## config.mk

```make
export PLATFORM = sky130hd
export DESIGN_NAME = mem_stage_sram
export DESIGN_NICKNAME = d
export VERILOG_FILES = /design/src/rtl/mem_stage_sram_pkg.sv /design/src/rtl/mem_stage_sram_wait_counter.sv /design/src/rtl/mem_stage_sram.sv
export SDC_FILE = /design/constraint.sdc
export NUM_CORES = 1
export LEC_CHECK = 0
export BUFFER_PORTS_ARGS = -buffer_cell sky130_fd_sc_hd__buf_2
export CORE_UTILIZATION = 54
export DETAILED_ROUTE_END_ITERATION = 8
export HOLD_SLACK_MARGIN = 0.06
export PLACE_DENSITY = 0.85
export SYNTH_ARGS = -nofsm -noshare
export SYNTH_HDL_FRONTEND = slang
export SYNTH_HIERARCHICAL = 1
export SYNTH_SLANG_ARGS = --single-unit
```

## constraint.sdc

```tcl
create_clock -name clk -period 6.1 [get_ports clk]
set_clock_uncertainty 0.1 [all_clocks]
set_input_delay 0.305 -clock clk [delete_from_list [all_inputs] [get_ports clk]]
set_output_delay 0.305 -clock clk [all_outputs]
set_load 0.01 [all_outputs]
```

## src/rtl/mem_stage_sram_pkg.sv

```systemverilog
// mem_stage_sram_pkg: shared state encoding and SRAM geometry for the MEM stage.
package mem_stage_sram_pkg;
  typedef enum logic [1:0] {IDLE, LO, HI, DONE} state_t;
  localparam logic [31:0] DATA_MEM_BASE = 32'd1024;
  localparam int SRAM_ADDR_W = 18;
  localparam int SRAM_DATA_W = 16;
endpackage

```

## src/rtl/mem_stage_sram_wait_counter.sv

```systemverilog
// sram_wait_counter: per-phase cycle counter; o_last flags the final cycle of a half-word access.
module sram_wait_counter #(
  parameter int ACCESS_CYCLES = 2
) (
  input  logic       clk,
  input  logic       rst,
  input  logic       i_clr,
  input  logic       i_en,
  output logic [3:0] o_count,
  output logic       o_last
);
  logic [3:0] r_count;
  always_ff @(posedge clk)
    if (rst || i_clr) r_count <= '0;
    else if (i_en) r_count <= r_count + 4'd1;
  assign o_count = r_count;
  assign o_last = r_count == 4'(ACCESS_CYCLES - 1);
endmodule

```

## src/rtl/mem_stage_sram.sv

```systemverilog
// mem_stage_sram: MEM stage running 32-bit loads/stores as two half-word accesses on a 16-bit async SRAM.
module mem_stage_sram
  import mem_stage_sram_pkg::*;
#(
  parameter int          ACCESS_CYCLES = 2,
  parameter logic [31:0] BASE_ADDR     = DATA_MEM_BASE
) (
  input  logic                   clk,
  input  logic                   rst,
  input  logic                   MEM_R_EN,
  input  logic                   MEM_W_EN,
  input  logic [31:0]            ALU_result,
  input  logic [31:0]            ST_val,
  output logic [31:0]            mem_rd_data,
  output logic                   ready,
  output logic [SRAM_ADDR_W-1:0] SRAM_ADDR,
  output logic [SRAM_DATA_W-1:0] SRAM_WDATA,
  output logic                   SRAM_WE_N,
  output logic                   SRAM_DQ_OE,
  input  logic [SRAM_DATA_W-1:0] SRAM_RDATA
);
  state_t      r_state;
  logic        r_wr;
  logic [16:0] r_widx;
  logic [15:0] r_st_hi;
  logic [3:0]  w_cnt;
  logic        w_last;
  logic        w_req;
  logic        w_wr;
  logic        w_phase;
  logic        w_penult;
  logic [31:0] w_off;
  logic        w_unused;
  assign w_req    = MEM_R_EN | MEM_W_EN;
  assign w_wr     = MEM_W_EN & ~MEM_R_EN;
  assign w_off    = ALU_result - BASE_ADDR;
  assign w_phase  = (r_state == LO) || (r_state == HI);
  assign w_penult = w_cnt == 4'(ACCESS_CYCLES - 2);
  assign ready    = (r_state == IDLE && !w_req) || r_state == DONE;
  assign w_unused = &{1'b0, w_off[31:19], w_off[1:0]};
  sram_wait_counter #(.ACCESS_CYCLES(ACCESS_CYCLES)) u_cnt (
    .clk     (clk),
    .rst     (rst),
    .i_clr   (r_state == IDLE || w_last),
    .i_en    (w_phase),
    .o_count (w_cnt),
    .o_last  (w_last)
  );
  // SRAM pins are registered one state ahead so they are glitch-free for the whole phase;
  // WE_N rises one cycle early to give address/data hold on the final cycle.
  always_ff @(posedge clk)
    if (rst) begin
      r_state     <= IDLE;
      r_wr        <= 1'b0;
      r_widx      <= '0;
      r_st_hi     <= '0;
      mem_rd_data <= '0;
      SRAM_ADDR   <= '0;
      SRAM_WDATA  <= '0;
      SRAM_WE_N   <= 1'b1;
      SRAM_DQ_OE  <= 1'b0;
    end else
      case (r_state)
        IDLE: if (w_req) begin
          r_state    <= LO;
          r_wr       <= w_wr;
          r_widx     <= w_off[18:2];
          r_st_hi    <= ST_val[31:16];
          SRAM_ADDR  <= {w_off[18:2], 1'b0};
          SRAM_WDATA <= ST_val[15:0];
          SRAM_WE_N  <= ~w_wr;
          SRAM_DQ_OE <= w_wr;
        end
        LO: if (w_last) begin
          r_state    <= HI;
          SRAM_ADDR  <= {r_widx, 1'b1};
          SRAM_WDATA <= r_st_hi;
          SRAM_WE_N  <= ~r_wr;
          SRAM_DQ_OE <= r_wr;
          if (!r_wr) mem_rd_data[15:0] <= SRAM_RDATA;
        end else if (w_penult) SRAM_WE_N <= 1'b1;
        HI: if (w_last) begin
          r_state    <= DONE;
          SRAM_WE_N  <= 1'b1;
          SRAM_DQ_OE <= 1'b0;
          if (!r_wr) mem_rd_data[31:16] <= SRAM_RDATA;
        end else if (w_penult) SRAM_WE_N <= 1'b1;
        default: r_state <= IDLE;
      endcase
endmodule

```

# Yosys cells after proc, flatten, opt, wreduce, memory -nomap -nowiden
# Index checks and enable logic that the tools add are counted.
word_totals:
  reg_bits: 108
  output_inout_bits: 69
op_classes:
  add_sub_neg: 2
  eq_ne: 7
  mux: 19
  n_bitwise: 5
  n_reduce_logical: 17
op_table:
  columns: ["cell", "n"]
  rows:
  - ["$mux 18", 2]
  - ["$pmux 18 s2", 1]
  - ["$mux 16", 2]
  - ["$pmux 16 s2", 1]
  - ["$sub 19x11->19 const B", 1]
  - ["$reduce_and 3->1", 4]
  - ["$mux 1", 7]
  - ["$mux 2", 3]
  - ["$ne 2x2->1 const B", 3]
  - ["$pmux 1 s3", 2]
  - ["$pmux 2 s3", 1]
  - ["$add 4x1->4 const B", 1]
  - ["$eq 2x2->1 const B", 2]
  - ["$eq 4x1->1 const B", 1]
  - ["$logic_not 4->1", 1]
  - ["$logic_or 1x1->1", 4]
  - ["$reduce_and 2->1", 2]
  - ["$reduce_and 4->1", 1]
  - ["$not 1->1", 3]
  - ["$reduce_bool 3->1", 1]
  - ["$eq 2x1->1 const B", 1]
  - ["$logic_not 2->1", 1]
  - ["$reduce_bool 2->1", 1]
  - ["$and 1x1->1", 1]
  - ["3 further kinds", 3]

# Depth between registers and ports, before layout
logic_depth:
  depth_word: 5
  depth_mapped: 9
  mapped_depth_nobuf: 7

# Cells and area by module
# Netlist, hierarchy kept.
modules_own_cells:
  columns: ["mod", "n_inst", "cells_each", "area_each_um2"]
  rows:
  - ["mem_stage_sram", 1, 502, 4247.8]
  - ["sram_wait_counter", 1, 20, 198.9]

# Worst setup path after synthesis
# No wires, ideal clock.
synth_timing:
  path_type: "flip-flop to flip-flop"
  startpoint: "register u_cnt.r_count[0], in the netlist u_cnt/o_count[0]"
  endpoint: "register SRAM_ADDR[15]"
  arrival_ns: 1.877
  required_time_ns: 5.884
  slack_ns: 4.007
  path_stages_with_launch: 8
  n_path_buf: 1
  synth_period_minus_slack_ns: 2.093
  path_cell_list: "dfxtp_1 > ha_1 > nor3b_1 > mux2i_1 > nor2_4 > buf_2 > nor2_1 > a31o_2"
synth_between:
  elab_chain_cells: 3
synth_rtl:
  columns: ["element", "line_no", "text"]
  rows:
  - ["start: declaration", "mem_stage_sram_wait_counter.sv:12", "logic [3:0] r_count;"]
  - ["start signal: assignment", "mem_stage_sram_wait_counter.sv:15", "else if (i_en) r_count <= r_count + 4'd1;"]
  - ["$eq 4x1->1", "mem_stage_sram_wait_counter.sv:17", "assign o_last = r_count == 4'(ACCESS_CYCLES - 1);"]
  - ["via w_last", "mem_stage_sram.sv:27", "logic w_last;"]
  - ["$ne 2x2->1 (no line)", null, null]
  - ["$reduce_and 3->1 (no line)", null, null]
  - ["end signal: assignment", "mem_stage_sram.sv:69", "SRAM_ADDR <= {w_off[18:2], 1'b0};"]
  - ["end signal: assignment", "mem_stage_sram.sv:76", "SRAM_ADDR <= {r_widx, 1'b1};"]
  - ["end: declaration", "mem_stage_sram.sv:16", "output logic [SRAM_ADDR_W-1:0] SRAM_ADDR,"]
# The timed path passes the listed nets, and every way through them passes these cells.
# A chain may end at the register's enable or synchronous reset.

# Final worst setup path
layout_timing:
  startpoint: "register u_cnt.r_count[0], in the netlist u_cnt/o_count[0]"
  endpoint: "register SRAM_WDATA[0]"
layout_between:
  elab_chain_cells: 3
layout_rtl:
  columns: ["element", "line_no", "text"]
  rows:
  - ["$eq 4x1->1", "mem_stage_sram_wait_counter.sv:17", null]
  - ["via w_last", "mem_stage_sram.sv:27", null]
  - ["$ne 2x2->1 (no line)", null, null]
  - ["$reduce_and 3->1 (no line)", null, null]
  - ["end signal: assignment", "mem_stage_sram.sv:70", "SRAM_WDATA <= ST_val[15:0];"]
  - ["end signal: assignment", "mem_stage_sram.sv:77", "SRAM_WDATA <= r_st_hi;"]
  - ["end: declaration", "mem_stage_sram.sv:17", "output logic [SRAM_DATA_W-1:0] SRAM_WDATA,"]
# The timed path passes the listed nets, and every way through them passes these cells.

==> flow_summary.ini <==
[run_status]
outcome = finished, final reports clean

[floorplan]
rows = 32
die_h_um = 92.75
top_level_ports = 153
initial_core_util = 0.5666
coreArea_sq_um = 7848
die_area_sq_um = 8602
die_width_um = 92.75

[layout]
syn_to_final_growth_pct = 23.04
final_cell_mix = buf_2 (137), nand2_1 (125), dfxtp_1 (108)
ff_latch_area_sq_um = 2162
layout-drive-gt1-share = 0.2603
final_common_cell = buf_2
nets = 744
nFillCells = 651
stdcell_count = 759
antenna_cells = 0
design_area_sq_um = 5472
multi_input_area_sq_um = 2101

[logic_synthesis]
yosys.cell_types.count = 44
synthMuxAreaShare = 0.06781
ys.flop_type = dfxtp_1
syn-num-nets = 614
synth_edf_count = 0
synthArstFlopShare = 0
syn_inst = 522
synth.largest_area_cell = dfxtp_1
yosys.area_share.simple = 0.1922
synth-compound-area-share = 0.1722
ys_top_cells_by_area = dfxtp_1 (49%), nand2_1 (11%), a21oi_1 (7.3%)
synth.ff_latch_count = 108
synth_fa_ha_area_frac = 0.02251
yosys_warnings = 6
synth_xor_area_frac = 0.01576
synth_top_family_by_area = simple AND/OR/NAND/NOR gates
syn-cell-area_sq_um = 4447
synth_area_per_cell_sq_um = 8.519
synth_top_cell_area_share = 0.4862
seq_area_frac_synth = 0.4862

[setup_path]
cp_top_family = simple AND/OR/NAND/NOR gates
path_cells = ha_1 -> nor3b_1 -> mux2i_1 -> nor2_4 -> buf_4 -> nor2_1 -> a211oi_1
path_class = reg2reg
crit_arrival_ps = 2980
r2r_slack_ps = 3290
endpoint = SRAM_WDATA[0]
r2r_cells = 7
crit_path_start = u_cnt/o_count[0]
rr_endpoint = SRAM_WDATA[0]
crit_path_top_delay_cell = nor3b_1
r2r-start = u_cnt/o_count[0]
path_buf_inv = 1
required_ps = 6270
startpoint_type = flop
cp_num_cells = 7
worstPathMaxFanout = 59
end_kind = flop
slowest_delay_ps = 560

[global_route]
grt_pass1_vias = 3886
gr-total-overflow = 0
antenna_found_initial = 0
grt_use_total = 0.2565
grt_pass1_wl_um = 17710
grt_max_degree = 98

[clock_tree]
cts_resized = 0
cts_buffers = 9
clkTransAtPathRegs_ps = 100
cts_sinks = 108
clk-insertion-delay-late_ps = 360
cts_tree = yes
cts-root-buf = clkbuf_8
htree_levels = 3
clk_path_buf_depth = 2

[pwr]
total_power_mw = 2.268
peakVddDrop_mv = 0.2382
leakage_nw = 2.359
power_density_nw_per_um2 = 414.5

[detailed_routing]
wl_um = 10790
num_vias = 4068
wl_per_cell_um = 14.21
ant_nets = 0
firstDrtPassIters = 4
vias_per_cell = 5.360
first_iter_violations = 136
post-route-drc-count = 0

[flow_run]
max_cap_violations = 0

[timing]
fmax_mhz = 355.4
final_hold_viol_count = 0
slew_viol_final = 0
final.setup.tns_ps = 0
post-route-min-period_ps = 2814
slew_headroom = 0.2370
final-setup-viol-count = 0
finalCritPeriodShare = 0.4613
rsz0062_at_grt = no
worstMarginPinSlew_ps = 1140

[place]
dp_hpwl_um = 7208
post-place-cells = 731
gp_congestion = 0.8384
post_dp_cell_area_sq_um = 5140
io_buffers = 137

[hold_path]
hold_path.class = in2reg
holdCritStartpoint = ALU_result[9]
synthesized netlist by cell type (2+ instances only):
cell type	count
a211oi_1	31
a21oi_1	65
buf_2	10
buf_6	2
clkbuf_1	21
dfxtp_1	108
ha_1	8
inv_1	9
mux2i_1	29
nand2_1	125
nand2b_1	3
nand3_1	4
nand4_1	4
nor2_1	46
nor3_1	5
nor3b_1	3
o211a_1	2
o21ai_0	12
o221ai_1	2
or2_2	3
xnor2_1	6
xor2_1	2
kinds of logic after synthesis:
kind of cell | count (synthesis)
simple gates | 201
compound gates | 124
flops | 108
buf+inv | 43
mux | 30
xor+xnor | 8
fa+ha+maj | 8
repair_timing:
item,CTS,global route
hold endpoints to repair,13,0
hold buffers,12,0
setup buffers,0,0
where the power goes:
part | switching [mW] | total (mW) | internal, mW | leakage [nW]
clock | 0.259 | 0.460 | 0.201 | 0.109
combinational | 0.510 | 0.839 | 0.328 | 1.37
sequential | 0.0953 | 0.969 | 0.874 | 0.885
tightest hold or removal path, delay by kind of cell:
| family | cells | cell delay (ps) |
|---|---|---|
| AO/OA/AOI/OAI | 1 | 50 |
| AND/OR/NAND/NOR | 1 | 50 |
| buffers and inverters | 1 | 100 |
worst min path at each step:
stage / end / slack [ps] / depth (start not counted)
2_1_floorplan: r_widx[8] / 300 / 1
3_3_place_gp: mem_rd_data[10] / 340 / 2
3_5_place_dp: mem_rd_data[24] / 340 / 2
4_1_cts: r_st_hi[12] / 60 / 3
5_1_grt: mem_rd_data[27] / 60 / 3
6_report: r_widx[7] / 70 / 3
area by class of cell:
| type | count | area share |
|---|---|---|
| multi-input combinational | 371 | 0.3839 |
| clock inverter | 7 | 0.01601 |
| tap | 102 | 0.02332 |
| timing repair buffer | 153 | 0.1528 |
| clock buffer | 9 | 0.02264 |
| sequential | 108 | 0.3952 |
| inverter | 9 | 0.006174 |
stage by stage:
| step | hold slack [ps] | setup WS (ps) | util |
|---|---|---|---|
| final | 74.19 | 3286 | 0.6972 |
| after global routing | 61.17 | 2998 | 0.6972 |
| after CTS | 60.15 | 3307 | 0.6972 |
| after detailed placement | 344.6 | 3339 | 0.6550 |
| after global placement | 339.0 | 3393 | 0.6550 |
| after floorplan | 300.6 | 4007 | - |
metal layers:
layer | up-vias | share of wire | track usage | routed length [um]
li1 | 2040 | - | - | -
met1 | 1876 | 0.43 | 0.3038 | 4596
met2 | 128 | 0.49 | 0.4401 | 5256
met3 | 24 | 0.062 | 0.05911 | 664
met4 | 0 | 0.025 | 0.1167 | 271
met5 | - | 0 | 0 | 0
state kept, by name, indices dropped and copies added (netlist names):
signal and cells:
r_state 2, SRAM_DQ_OE 1, SRAM_WE_N 1, mem_rd_data 32
r_wr 1, SRAM_ADDR 18, r_widx 17, r_st_hi 16
u_cnt/o_count 4, SRAM_WDATA 16
Power figures use the tool's default switching activity.
